### config.mk
export PLATFORM = sky130hd
export DESIGN_NAME = cost_vec_packer
export DESIGN_NICKNAME = d
export VERILOG_FILES = /design/src/rtl/cost_vec_packer.sv
export SDC_FILE = /design/constraint.sdc
export NUM_CORES = 1
export LEC_CHECK = 0
export CAP_MARGIN = 10
export CORE_MARGIN = 8
export CORE_UTILIZATION = 30
export CTS_BUF_LIST = sky130_fd_sc_hd__clkbuf_4
export DETAILED_ROUTE_END_ITERATION = 6
export GPL_ROUTABILITY_DRIVEN = 0
export PLACE_DENSITY = 0.51
export SLEW_MARGIN = 10
export SYNTH_ARGS = -nofsm -noshare
export SYNTH_HDL_FRONTEND = slang
export SYNTH_SLANG_ARGS = --single-unit
### constraint.sdc
create_clock -name clk -period 5.3 [get_ports clk]
set_input_delay 1.06 -clock clk [delete_from_list [all_inputs] [get_ports clk]]
set_output_delay 1.06 -clock clk [all_outputs]
set_load 0.005 [all_outputs]
### src/rtl/cost_vec_packer.sv
// Serial-to-packed cost vector assembler: gathers ArrL cost elements into one
// vector for the max-index finder, with a spare assembly buffer behind the output register.
module cost_vec_packer #(
    parameter int                    data_depth = 8,
    parameter int                    ArrL       = 4,
    parameter int                    IdxDept    = 10,
    parameter logic [data_depth-1:0] PadVal     = '0
) (
    input  logic                       clk,
    input  logic                       rst_n,
    input  logic                       en,
    input  logic                       in_valid,
    output logic                       in_ready,
    input  logic [data_depth-1:0]      in_data,
    input  logic                       in_last,
    output logic [data_depth*ArrL-1:0] DOut,
    output logic                       out_valid,
    input  logic                       out_ready,
    output logic                       out_err,
    output logic [IdxDept-1:0]         fill_idx
);

    localparam int VW = data_depth * ArrL;
    localparam logic [IdxDept-1:0] LAST_IDX = IdxDept'(ArrL - 1);

    localparam logic [0:0] ST_FILL = 1'b0;
    localparam logic [0:0] ST_PEND = 1'b1;

    logic [0:0]         state_q, state_d;
    logic [IdxDept-1:0] fill_idx_q, fill_idx_d;
    logic [VW-1:0]      buf_q, buf_d;
    logic               err_q, err_d;
    logic [VW-1:0]      dout_q, dout_d;
    logic               out_valid_q, out_valid_d;
    logic               out_err_q, out_err_d;

    logic          in_acc;
    logic          out_fire;
    logic          out_free;
    logic          at_last;
    logic          close;
    logic          frame_err;
    logic [VW-1:0] asm_vec;

    assign in_ready  = en && (state_q == ST_FILL);
    assign in_acc    = in_valid && in_ready;
    assign out_fire  = out_valid_q && out_ready && en;
    assign out_free  = !out_valid_q || out_fire;
    assign at_last   = (fill_idx_q == LAST_IDX);
    assign close     = in_acc && (at_last || in_last);
    // A close without in_last can only happen at the last slot, i.e. a long frame.
    assign frame_err = !(in_last && at_last);

    // Buffer with the incoming element placed; a closing in_last pads the slots above it.
    always_comb begin
        asm_vec = buf_q;
        for (int k = 0; k < ArrL; k++) begin
            if (IdxDept'(k) == fill_idx_q) begin
                asm_vec[k*data_depth +: data_depth] = in_data;
            end else if (IdxDept'(k) > fill_idx_q && in_last) begin
                asm_vec[k*data_depth +: data_depth] = PadVal;
            end
        end
    end

    always_comb begin
        state_d     = state_q;
        fill_idx_d  = fill_idx_q;
        buf_d       = buf_q;
        err_d       = err_q;
        dout_d      = dout_q;
        out_valid_d = out_valid_q;
        out_err_d   = out_err_q;

        if (en) begin
            if (out_fire) begin
                out_valid_d = 1'b0;
            end

            case (state_q)
                ST_FILL: begin
                    if (in_acc) begin
                        buf_d      = asm_vec;
                        fill_idx_d = close ? '0 : fill_idx_q + 1'b1;
                        if (close) begin
                            if (out_free) begin
                                dout_d      = asm_vec;
                                out_err_d   = frame_err;
                                out_valid_d = 1'b1;
                            end else begin
                                err_d   = frame_err;
                                state_d = ST_PEND;
                            end
                        end
                    end
                end
                ST_PEND: begin
                    if (out_free) begin
                        dout_d      = buf_q;
                        out_err_d   = err_q;
                        out_valid_d = 1'b1;
                        state_d     = ST_FILL;
                    end
                end
                default: state_d = ST_FILL;
            endcase
        end
    end

    // NOTE: every register, the assembly buffer included, is cleared by reset so a
    // short frame after reset can never expose stale slots; all state uses <=.
    always_ff @(posedge clk) begin
        if (!rst_n) begin
            state_q     <= ST_FILL;
            fill_idx_q  <= '0;
            buf_q       <= '0;
            err_q       <= 1'b0;
            dout_q      <= '0;
            out_valid_q <= 1'b0;
            out_err_q   <= 1'b0;
        end else begin
            state_q     <= state_d;
            fill_idx_q  <= fill_idx_d;
            buf_q       <= buf_d;
            err_q       <= err_d;
            dout_q      <= dout_d;
            out_valid_q <= out_valid_d;
            out_err_q   <= out_err_d;
        end
    end

    assign DOut      = dout_q;
    assign out_valid = out_valid_q;
    assign out_err   = out_err_q;
    assign fill_idx  = fill_idx_q;

endmodule

; ---- Word-level counts from Yosys, hierarchy flattened
; Cells that the tools add are included.
[classes]
addsub = 1
n_lt_le_gt_ge = 4
eq_ne = 8
n_mux = 28
bitwise_logic = 2
n_reduce_logical = 18
[op_table]
columns = operator, n
row1 = $mux W32, 4
row2 = $mux W8, 8
row3 = $pmux W32 S2, 1
row4 = $eq A2 B10 Y1 const A, 2
row5 = $gt A1 B10 Y1 const A, 2
row6 = $gt A2 B10 Y1 const A, 2
row7 = $mux W1, 11
row8 = $add A10 B1 Y10 const B, 1
row9 = $eq A1 B10 Y1 const A, 1
row10 = $eq A10 B2 Y1 const B, 1
row11 = $logic_and A1 B1 Y1, 10
row12 = $logic_not A10 Y1, 1
row13 = $mux W10, 1
row14 = $reduce_and A5 Y1, 2
row15 = $ne A2 B2 Y1 const B, 3
row16 = $pmux W1 S2, 3
row17 = $reduce_and A3 Y1, 1
row18 = $logic_not A1 Y1, 2
row19 = $logic_or A1 B1 Y1, 2
row20 = $ne A2 B1 Y1 const B, 1
row21 = $not A1 Y1, 2
[word_totals]
ff_bits = 78
input_bits = 14
output_inout_bits = 45
wordCells = 68

; ---- Logic depth before layout (Yosys ltp)
[depth]
depth_word = 8
ltp_mapped = 7
mapped_depth_nobuf = 5

; ---- Worst setup path after synthesis
; Ideal clock, no wire load.
[synth_timing]
path_type = input to output
from = input port en
to = output port in_ready
arrival_ns = 1.459
required_ns = 4.240
setup_slack_ns = 2.781
stages = 2
path_buffers = 1
cell_sequence = clkbuf_1 -> nor2b_1
[synth_via]
elab_chain_len = 1
[synth_rtl]
columns = item, line
row1 = start: declaration, 11  ; input logic en,
row2 = $logic_and A1 B1 Y1, 45  ; assign in_ready = en && (state_q == ST_FILL);
row3 = end: declaration, 13  ; output logic in_ready,
; No other way between the ends.

; ---- Worst setup path in the final report
; Same ends and word-level chain as after synthesis.

==> summary.md <==
| Metric | Value |
|---|---|
| Xor and xnor fraction of the mapped netlist area | `2.02%` |
| RSZ-0062 raised after global routing | `no` |
| Antenna violations before repair | `1` |
| Seq pwr share | `56.6%` |
| Flops & latches, synth | `78` |
| Layout net count | `429` |
| Unique masters post-synth | `43` |
| Power Density | `259 nW/um^2` |
| Status | `finished clean` |
| Vias in the first global route | `2,883` |
| Clk pin slew, worst setup/hold paths | `0.11 ns` |
| Required @ worst endpoint | `4.24 ns` |
| Via count | `2,896` |
| Vias/cell | `5.18` |
| Overall routing resource usage | `13.5%` |
| EDFF count, synth | `0` |
| Startpoint class of the critical path | `input port` |
| Max Cap Viol | `0` |
| List of most frequent post-synthesis cells | `dfxtp_1 (78), a22oi_1 (48), a21oi_1 (35)` |
| Worst path cell trace | `clkdlybuf4s50_1 -> nor2b_1 -> clkdlybuf4s50_1` |
| Die area | `15,300 um^2` |
| First DRT Iteration DRCs | `202` |
| Crit Path Category | `input port to primary output` |
| Largest family of logic cells by synthesized area | `compound AO/OA/AOI/OAI gates` |
| Setup TNS | `0 ns` |
| NetSw | `0.286 mW` |
| Detail Route Antenna Nets | `0` |
| Fin Clk Skew | `0.0219 ns` |
| Final worst slack | `1.86 ns` |
| Placement Setup Slack | `1.66 ns` |
| Tcrit/Tclk final | `64.9%` |
| Synth area leader | `dfxtp_1` |
| Slew @ Worst Pin | `1.10 ns` |
| Num CTS Buffers | `9` |
| Simple-gate share of the synthesized area | `17.3%` |
| Fmax | `0.291 GHz` |
| Worst-path fanout max | `11` |
| Initial core utilization | `30.6%` |
| Area delta synth->final | `21.8%` |
| Synth Area per Inst | `9.27 um^2` |
| CTS resizes | `0` |
| P_leak | `1.45 nW` |
| Hold crit path type | `register to register` |
| Post-synthesis mux area share | `2.30%` |
| Post-CTS Setup Inserts | `0` |
| Comb pwr share | `13.2%` |
| Sw Ratio | `26.1%` |
| Core Util, Final | `37.3%` |
| Layout Cells excl Fill | `559` |
| Clk network pwr share | `30.2%` |
| Port Buffers | `58` |
| DP Wirelength | `6.72 mm` |
| H-Tree Depth | `3` |
| Synth Area in Adders | `1.08%` |
| Internal | `0.811 mW` |
| Clk Latency, worst-skew pair | `0.42 ns` |
| I/O pins | `59` |
| Share of cells above drive strength 1 | `6.99%` |
| Core Area | `11,400 um^2` |
| Cell Count Post-Placement | `544` |
| Initial DRT Pass Iterations | `4` |
| Max VDD drop | `0.0000899 V` |
| Power after layout | `1.10 mW` |
| Area share of the largest cell type after synthesis | `44.9%` |
| Max-slew violation count | `0` |
| Clk sinks | `78` |
| Post-synthesis sequential area ratio | `44.9%` |
| CP peak stage delay | `0.64 ns` |
| Synth Net Count | `392` |
| Synth Instances | `375` |
| Clock root buffer | `clkbuf_4` |
| Synth Area in Compound Gates | `27.2%` |
| DRC viols | `0` |
| CP max stage cell | `clkdlybuf4s50_1` |
| Final WL | `9.91 mm` |
| Worst path arrival time | `2.38 ns` |
| Cts hold-fix bufs | `0` |
| Async set-reset flop share out of synthesis | `0%` |
| Final min period | `3.44 ns` |
| Most common cell in the netlist | `dfxtp_1` |
| Max-slew headroom | `26.2%` |
| CP dominant cell by count | `clkdlybuf4s50_1` |
| CTS tree | `done` |
| First-pass GRT wire length | `16.0 mm` |
| Total congestion overflow | `0` |
| Fin. Hold Viols | `0` |
| CP Capture Type | `primary output` |
| Die Span Y | `124 um` |
| Cell Area, Synth | `3480 um^2` |
| Top_reg_cell synth | `dfxtp_1` |
| Final setup fails | `0` |
| Top cells by area, synth | `dfxtp_1 (45%), a22oi_1 (10%), o31ai_1 (6.9%)` |
| Max Root-Sink Buffers | `2` |
| Largest net degree at the start of global routing | `49` |
| # rows | `39` |
| Chip width | `124 um` |
| Synthesis Warnings | `0` |
| Routed len/inst | `17.7 um` |
## layer usage
metal | GRT usage [%] | share of wire [%] | vias to the layer above
met3 | 2.67 | 4.1 | 10
met2 | 20.5 | 45 | 53
met5 | 0 | 0 | -
li1 | - | - | 1468
met4 | 6.32 | 1.5 | 0
met1 | 17.9 | 49 | 1365
## layout by cell type (no fill, tap or decap), types with 5 or more instances in the layout
cell type         n
mux2i_1           8
dfxtp_1          78
nand4_1           7
nor2_1            9
nand2_1          29
clkdlybuf4s50_1  57
a21oi_1          35
buf_4             5
clkbuf_4          9
nor2b_1          28
o31ai_1          32
a22oi_1          48
and4_1            5
a21boi_0          9
## metrics by stage
step                      hold WS, ns  instance area, um^2
after detailed placement        0.456                 4110
after floorplan                 0.441                 3480
after global placement          0.449                 4110
after CTS                       0.472                 4230
after global routing            0.492                 4240
final                           0.471                 4240
## state kept, by name, summed over array words and instances (netlist names)
signal,count
DOut,32
buf_q,32
err_q,1
fill_idx,10
out_err,1
out_valid,1
state_q,1
## power groups by stage
stage	sequential (mW)	clock (mW)	combinational, mW
6_report	0.621	0.331	0.145
5_1_grt	0.624	0.376	0.159
4_1_cts	0.622	0.349	0.147
3_5_place_dp	0.634	0	0.146
3_3_place_gp	0.635	0	0.146
2_1_floorplan	0.633	0	0.0793
## worst max-delay path: cells and delay by family
kind / cells / cell delay (ns)
buffers and inverters: 2 / 1.14
and+or+nand+nor: 1 / 0.17
## worst paths after layout
path                     from  cells past startpoint  endpoint  slack [ns]
setup / recovery           en                      3  in_ready        1.86
setup reg to reg  fill_idx[1]                      7  DOut[20]        2.57
hold / removal       buf_q[3]                      2  buf_q[3]        0.47
hold reg to reg      buf_q[3]                      2  buf_q[3]        0.47
## cells by family after synthesis
family          count (synthesis)
xor+xnor                        8
fa+ha+maj                       3
compound gates                137
buf+inv                        40
mux                             8
flops                          78
simple gates                  101
## final cells by class
type,count,area [um^2]
Clock inverter,5,52.6
Sequential cell,78,1560
Clock buffer,9,67.6
Multi-Input combinational cell,257,1750
Tap cell,143,179
Timing Repair Buffer,63,613
Fill cell,1135,7130
Inverter,3,11.3
Antenna cell,1,2.50
Power figures use the tool's default switching activity.
